--- src/rtl/mkgauss_collect.sv ---
// Collects one polynomial of 2^LOGN Gaussian coefficients, checks its squared norm and streams it out.
// Optional feature macro: MKGAUSS_ODD_PARITY_EN (forces odd coefficient-sum parity).
module mkgauss_collect #(
  parameter int LOGN       = 9,
  parameter int COEF_BITS  = 6,
  parameter int NORM_W     = 32,
  parameter int NORM_BOUND = 8411
) (
  input  logic              clk,
  input  logic              rst_n,
  input  logic              start,
  input  logic              in_valid,
  input  logic [31:0]       val,
  output logic              busy,
  output logic              done,
  output logic              reject,
  output logic [NORM_W-1:0] sqnorm,
  output logic [15:0]       discards,
  output logic              out_valid,
  input  logic              out_ready,
  output logic [7:0]        out_coef,
  output logic              out_last
);
  localparam int N    = 1 << LOGN;
  localparam int MAXV = (1 << (COEF_BITS-1)) - 1;
  localparam int SQ_W = 2*COEF_BITS;

  typedef enum logic [1:0] {IDLE, COLLECT, CHECK, DRAIN} state_e;
  state_e state_q, state_d;

  logic [LOGN-1:0]      cnt_q, rd_q;
  logic [NORM_W-1:0]    sqnorm_q, sq_sat;
  logic [15:0]          disc_q;
  logic                 reject_q;
  logic [COEF_BITS-1:0] mem [N];

  logic                        in_range, legal, take, drop, last_idx, rej_now;
  logic signed [COEF_BITS-1:0] coef, rd_coef;
  logic signed [SQ_W-1:0]      coef_x, sq;
  logic [NORM_W:0]             sum;

  assign in_range = ($signed(val) <= MAXV) && ($signed(val) >= -MAXV);
  assign coef     = val[COEF_BITS-1:0];
  assign coef_x   = SQ_W'(coef);
  assign sq       = coef_x * coef_x;
  assign sum      = {1'b0, sqnorm_q} + (NORM_W+1)'($unsigned(sq));
  assign sq_sat   = sum[NORM_W] ? '1 : sum[NORM_W-1:0];
  assign last_idx = (cnt_q == '1);
  assign rej_now  = (sqnorm_q >= NORM_W'(NORM_BOUND));

`ifdef MKGAUSS_ODD_PARITY_EN
  logic parity_q;
  // The final slot only takes a sample that leaves the running LSB parity odd.
  assign legal = in_range && (!last_idx || (parity_q ^ val[0]));

  always_ff @(posedge clk or negedge rst_n)
    if (!rst_n)                      parity_q <= 1'b0;
    else if (state_q == IDLE && start) parity_q <= 1'b0;
    else if (take)                   parity_q <= parity_q ^ val[0];
`else
  assign legal = in_range;
`endif

  assign take = (state_q == COLLECT) && in_valid && legal;
  assign drop = (state_q == COLLECT) && in_valid && !legal;

  always_comb begin
    state_d = state_q;
    case (state_q)
      IDLE:    if (start) state_d = COLLECT;
      COLLECT: if (take && last_idx) state_d = CHECK;
      CHECK:   state_d = rej_now ? IDLE : DRAIN;
      DRAIN:   if (out_ready && rd_q == '1) state_d = IDLE;
      default: state_d = IDLE;
    endcase
  end

  always_ff @(posedge clk or negedge rst_n)
    if (!rst_n) begin
      state_q  <= IDLE;
      cnt_q    <= '0;
      rd_q     <= '0;
      sqnorm_q <= '0;
      disc_q   <= '0;
      reject_q <= 1'b0;
    end else begin
      state_q <= state_d;
      case (state_q)
        IDLE: if (start) begin
          cnt_q    <= '0;
          rd_q     <= '0;
          sqnorm_q <= '0;
          disc_q   <= '0;
          reject_q <= 1'b0;
        end
        COLLECT: begin
          if (take) begin
            cnt_q    <= cnt_q + 1'b1;
            sqnorm_q <= sq_sat;
          end
          if (drop && disc_q != '1) disc_q <= disc_q + 1'b1;
        end
        CHECK: begin
          reject_q <= rej_now;
          rd_q     <= '0;
        end
        DRAIN: if (out_ready) rd_q <= rd_q + 1'b1;
        default: ;
      endcase
    end

  // Coefficient store has no reset: contents are don't-care until rewritten.
  always_ff @(posedge clk)
    if (take) mem[cnt_q] <= coef;

  assign rd_coef   = mem[rd_q];
  assign busy      = (state_q != IDLE);
  assign done      = (state_q == CHECK);
  assign reject    = (state_q == CHECK) ? rej_now : reject_q;
  assign sqnorm    = sqnorm_q;
  assign discards  = disc_q;
  assign out_valid = (state_q == DRAIN);
  assign out_coef  = out_valid ? 8'(rd_coef) : 8'h00;
  assign out_last  = out_valid && (rd_q == '1);
endmodule
--- config.mk ---
export PLATFORM = sky130hd
export DESIGN_NAME = mkgauss_collect
export DESIGN_NICKNAME = d
export VERILOG_FILES = /design/src/rtl/mkgauss_collect.sv
export SDC_FILE = /design/constraint.sdc
export NUM_CORES = 2
export LEC_CHECK = 0
export ABC_AREA = 0
export ABC_CLOCK_PERIOD_IN_PS = 4500
export CORE_MARGIN = 1.5
export CORE_UTILIZATION = 45
export DETAILED_ROUTE_END_ITERATION = 10
export PLACE_DENSITY = 0.62
export SYNTH_ARGS = -nofsm -noshare
export SYNTH_HDL_FRONTEND = slang
export SYNTH_SLANG_ARGS = --single-unit
--- constraint.sdc ---
create_clock -name clk -period 4.5 [get_ports clk]
set_clock_uncertainty 0.1 [all_clocks]
set_input_delay 0.9 -clock clk [delete_from_list [all_inputs] [get_ports clk]]
set_output_delay 0.9 -clock clk [all_outputs]
set_load 0.02 [all_outputs]
==> results by group <==
Outcome
  • Outcome: finished with violations
  • Failing checks: negative setup slack

Placement
  • DP Cell Count: 11,110
  • Gp weighted congestion: between 0.8 and 0.9
  • Placement Cell Area: 140,600 um2
  • Post-DP HPWL: around 230 mm
  • Setup WS pre-CTS: -1.603 ns
  • IO buf count: 97

Global route
  • Total GRT Usage: about a quarter
  • Largest net degree at the start of global routing: 208
  • Vias in the first global route: 70,330
  • Grt total ovfl: 0
  • Initial antenna violation count: 8
  • First-pass GRT wire length: 509.2 mm

Clock tree
  • CTS root buffer: clkbuf_16
  • Clock Sinks: roughly 3,100
  • H-tree depth: 5
  • CTS buffer count: about 320
  • Clk pin slew, worst setup/hold paths: approximately 0.07 ns
  • Clk_lat worst skew: roughly 0.88 ns
  • CTS tree: yes
  • Worst-case clock buffer depth: 4

Critical path
  • Worst path required time: roughly 3.5 ns
  • Reg2reg end: mem[488][4]
  • CP most frequent cell: buf_12
  • Family with the most delay on the worst path: compound AO/OA/AOI/OAI gates
  • Crit path launch type: register
  • R2R Path Start: state_q[0]
  • Kind of critical path: reg2out
  • Crit path max fanout: 10
  • CP Cell Sequence: buf_12 -> buf_12 -> buf_16 -> buf_4 -> mux4_2 -> mux2_2 -> o22ai_1 -> a2111oi_0 -> nor2_1 -> a311oi_2 -> buf_4 -> buf_12
  • R2R Setup Slk: 0.95 ns
  • Setup crit end kind: output pin
  • R2r worst-path depth: 10
  • Slowest library cell on the worst path: a2111oi_0
  • Crit path buf inv count: 6
  • CP max stage delay: about 0.94 ns
  • WP data arrival: between 4 and 5 ns

Synthesis
  • Synthesized instance count: 6,294
  • Mean Syn Cell Area: slightly below 20 um2
  • Synth Register Bits: around 3,100
  • Synth Net Count: roughly 6,400
  • Synth async-reset ratio: around 2.2%
  • Post-synthesis cell type count: a little under 80
  • Post-synth EDFFs: roughly 3,100
  • Warnings from Yosys: 0
  • Seq/Total Area, Yosys: between 70% and 80%
  • Cell area after synthesis: about 120,000 um2
  • Top FF cell, synth: edfxtp_1

Timing
  • Final hold violation count: 0
  • Setup TNS: -20.18 ns
  • Post-route setup slack: -0.9480 ns
  • Slew margin rel.: ~4.0%
  • Final setup viols: 40
  • RSZ-0062 raised after global routing: yes
  • Pins Over Slew Limit: 0
  • Min Hold Slack: 0.08266 ns
  • Least-Margin Pin Slew: 1.440 ns
  • Min Clock Period, post-route: 5.448 ns
  • Max frequency: 183.6 MHz
  • Fin crit share: 121.1%

Power and ir drop
  • Max VDD drop: 0.3844 mV
  • Pwr Total: 71.44 mW
  • Pwr dens: 463.8 nW/um2
  • Leakage: between 50 and 60 nW

Finish
  • Final instance area: roughly 150,000 um2
  • FILL cells: ~21,000
  • Post-Route Utilization: between 50 and 60%
  • Layout overhead on the synthesized area: 23.36%
  • Fin cells: ~12,000
  • Layout cells sized above 1: between 30% and 40%
  • # nets final: ~7,900

Floorplan
  • Die height: 529.7 um
  • Die ar.: between 200,000 and 300,000 um2
  • Die X: about 530 um
  • Row Count: about 190
  • Starting Density: ~45%
  • Core area: roughly 280,000 um2
  • IO Count: 98

Drt
  • WL/cell: between 30 and 40 um
  • Iteration count of the initial detailed-routing pass: 6
  • Final ANT Viol Nets: 0
  • # DRC: 0
  • Total Wirelength: 355.6 mm
  • Initial drt markers: 8,002
  • Vias per cell: about 5.9
  • Vias post-DR: around 70,000

Worst hold path
  • HP Class: in2async

Job
  • Max cap viols: 0
what timing repair did:
item | CTS | global route
hold buffers | 0 | 0
pin swaps | 98 | 62
buffers inserted | 100 | 23
gates cloned | 16 | 1
resized for setup | 358 | 105
endpoints found under the setup margin | 41 | 40
Yosys cell counts (all sizes together) (14+ instances only):
| master | number | area [um2] |
|---|---|---|
| edfxtp | 3072 | 92250 |
| mux4 | 740 | 16720 |
| nor2 | 642 | 2410 |
| nand2 | 210 | 788.3 |
| buf | 196 | 1410 |
| mux2i | 188 | 1882 |
| clkbuf | 187 | 701.9 |
| o21ai | 107 | 535.5 |
| a22oi | 103 | 773.2 |
| o22ai | 81 | 506.7 |
| dfrtp | 69 | 1727 |
| nand3 | 68 | 340.3 |
| a21oi | 64 | 320.3 |
| inv | 57 | 214.0 |
| ha | 39 | 488.0 |
| a211oi | 36 | 270.3 |
| nor3 | 31 | 160.1 |
| xnor2 | 27 | 236.5 |
| a221oi | 26 | 227.7 |
| a31oi | 26 | 162.7 |
| nor4 | 26 | 177.7 |
| nand4 | 22 | 137.6 |
| a311oi | 18 | 157.7 |
| and2 | 18 | 112.6 |
| fa | 18 | 360.4 |
| nor2b | 18 | 112.6 |
| o221ai | 17 | 148.9 |
| and3 | 14 | 87.58 |
worst register-to-register path: stages (launching register included):
cell     delay, ns
dfrtp_1       0.71
inv_1         0.16
nor2_1        0.48
nand2_1       0.25
a21o_1        0.32
nor3b_2       0.27
buf_12        0.22
nand2_1       0.14
buf_12        0.21
nor2_1        0.16
buf_4         0.20
worst max path at each step:
stage	to	slack, ns	startpoint	cells after the start
3_3_place_gp	sqnorm[17]	-1.54	val[1]	25
3_5_place_dp	sqnorm[17]	-1.60	val[1]	25
6_report	out_coef[2]	-0.95	rd_q[0]	12
2_1_floorplan	sqnorm[22]	-1.21	val[5]	28
4_1_cts	out_coef[1]	-0.98	rd_q[0]	15
5_1_grt	out_coef[2]	-1.0	rd_q[0]	15
area by class of cell:
type,instances,area [um2],share of cell area (%)
Clock buffer,387,8366,5.431
Inverter,58,240.2,0.1560
Tap cell,3705,4636,3.010
Timing Repair Buffer,1622,14860,9.649
Sequential cell,3141,94000,61.03
Clock inverter,167,1539,0.9991
Multi-Input combinational cell,2711,30370,19.71
Antenna cell,9,22.52,0.01462
registers in the layout (all words and copies together) (netlist names):
signal	flops
discards	16
cnt_q	9
sqnorm	32
rd_q	9
mem	3072
reject_q	1
state_q	2
logic make-up after synthesis:
logic type / share of synthesized area, %
and+or+nand+nor: 3.717
AOI/OAI and AO/OA: 3.217
muxes: 14.98
adders and majority gates: 0.6794
DFF: 75.27
buffers and inverters: 1.874
xor gates and xnor gates: 0.2666
per-layer routing:
metal | part of all wire (%) | track usage [%]
met3 | 8.7 | 4.543
met1 | 39 | 34.87
met2 | 48 | 40.78
met5 | 0.021 | 0
met4 | 3.6 | 8.429
where the power goes:
group | internal (mW) | total, mW | switching, mW
registers | 32.2 | 32.2 | 0.0905
logic | 7.00 | 13.5 | 6.46
clock network | 14.7 | 25.7 | 11.1
total | 53.8 | 71.4 | 17.6
cell usage in the layout, fill, tap and decap left out, types with 23 or more instances in the layout:
| cell | n |
|---|---|
| nand2_1 | 184 |
| buf_6 | 54 |
| o22ai_1 | 58 |
| mux2i_1 | 176 |
| edfxtp_1 | 3072 |
| buf_16 | 25 |
| clkinv_2 | 57 |
| xnor2_1 | 25 |
| clkinv_1 | 62 |
| clkbuf_1 | 62 |
| clkdlybuf4s50_1 | 81 |
| a21oi_1 | 45 |
| o21ai_1 | 23 |
| mux4_2 | 730 |
| buf_12 | 114 |
| buf_4 | 1321 |
| dfrtp_1 | 62 |
| o21ai_0 | 66 |
| clkbuf_16 | 326 |
| nor2_1 | 624 |
| a22oi_1 | 86 |
| inv_1 | 48 |
| bufinv_16 | 25 |
| ha_1 | 32 |
| nand3_1 | 53 |
| nor3_1 | 25 |
Power figures use the tool's default switching activity.
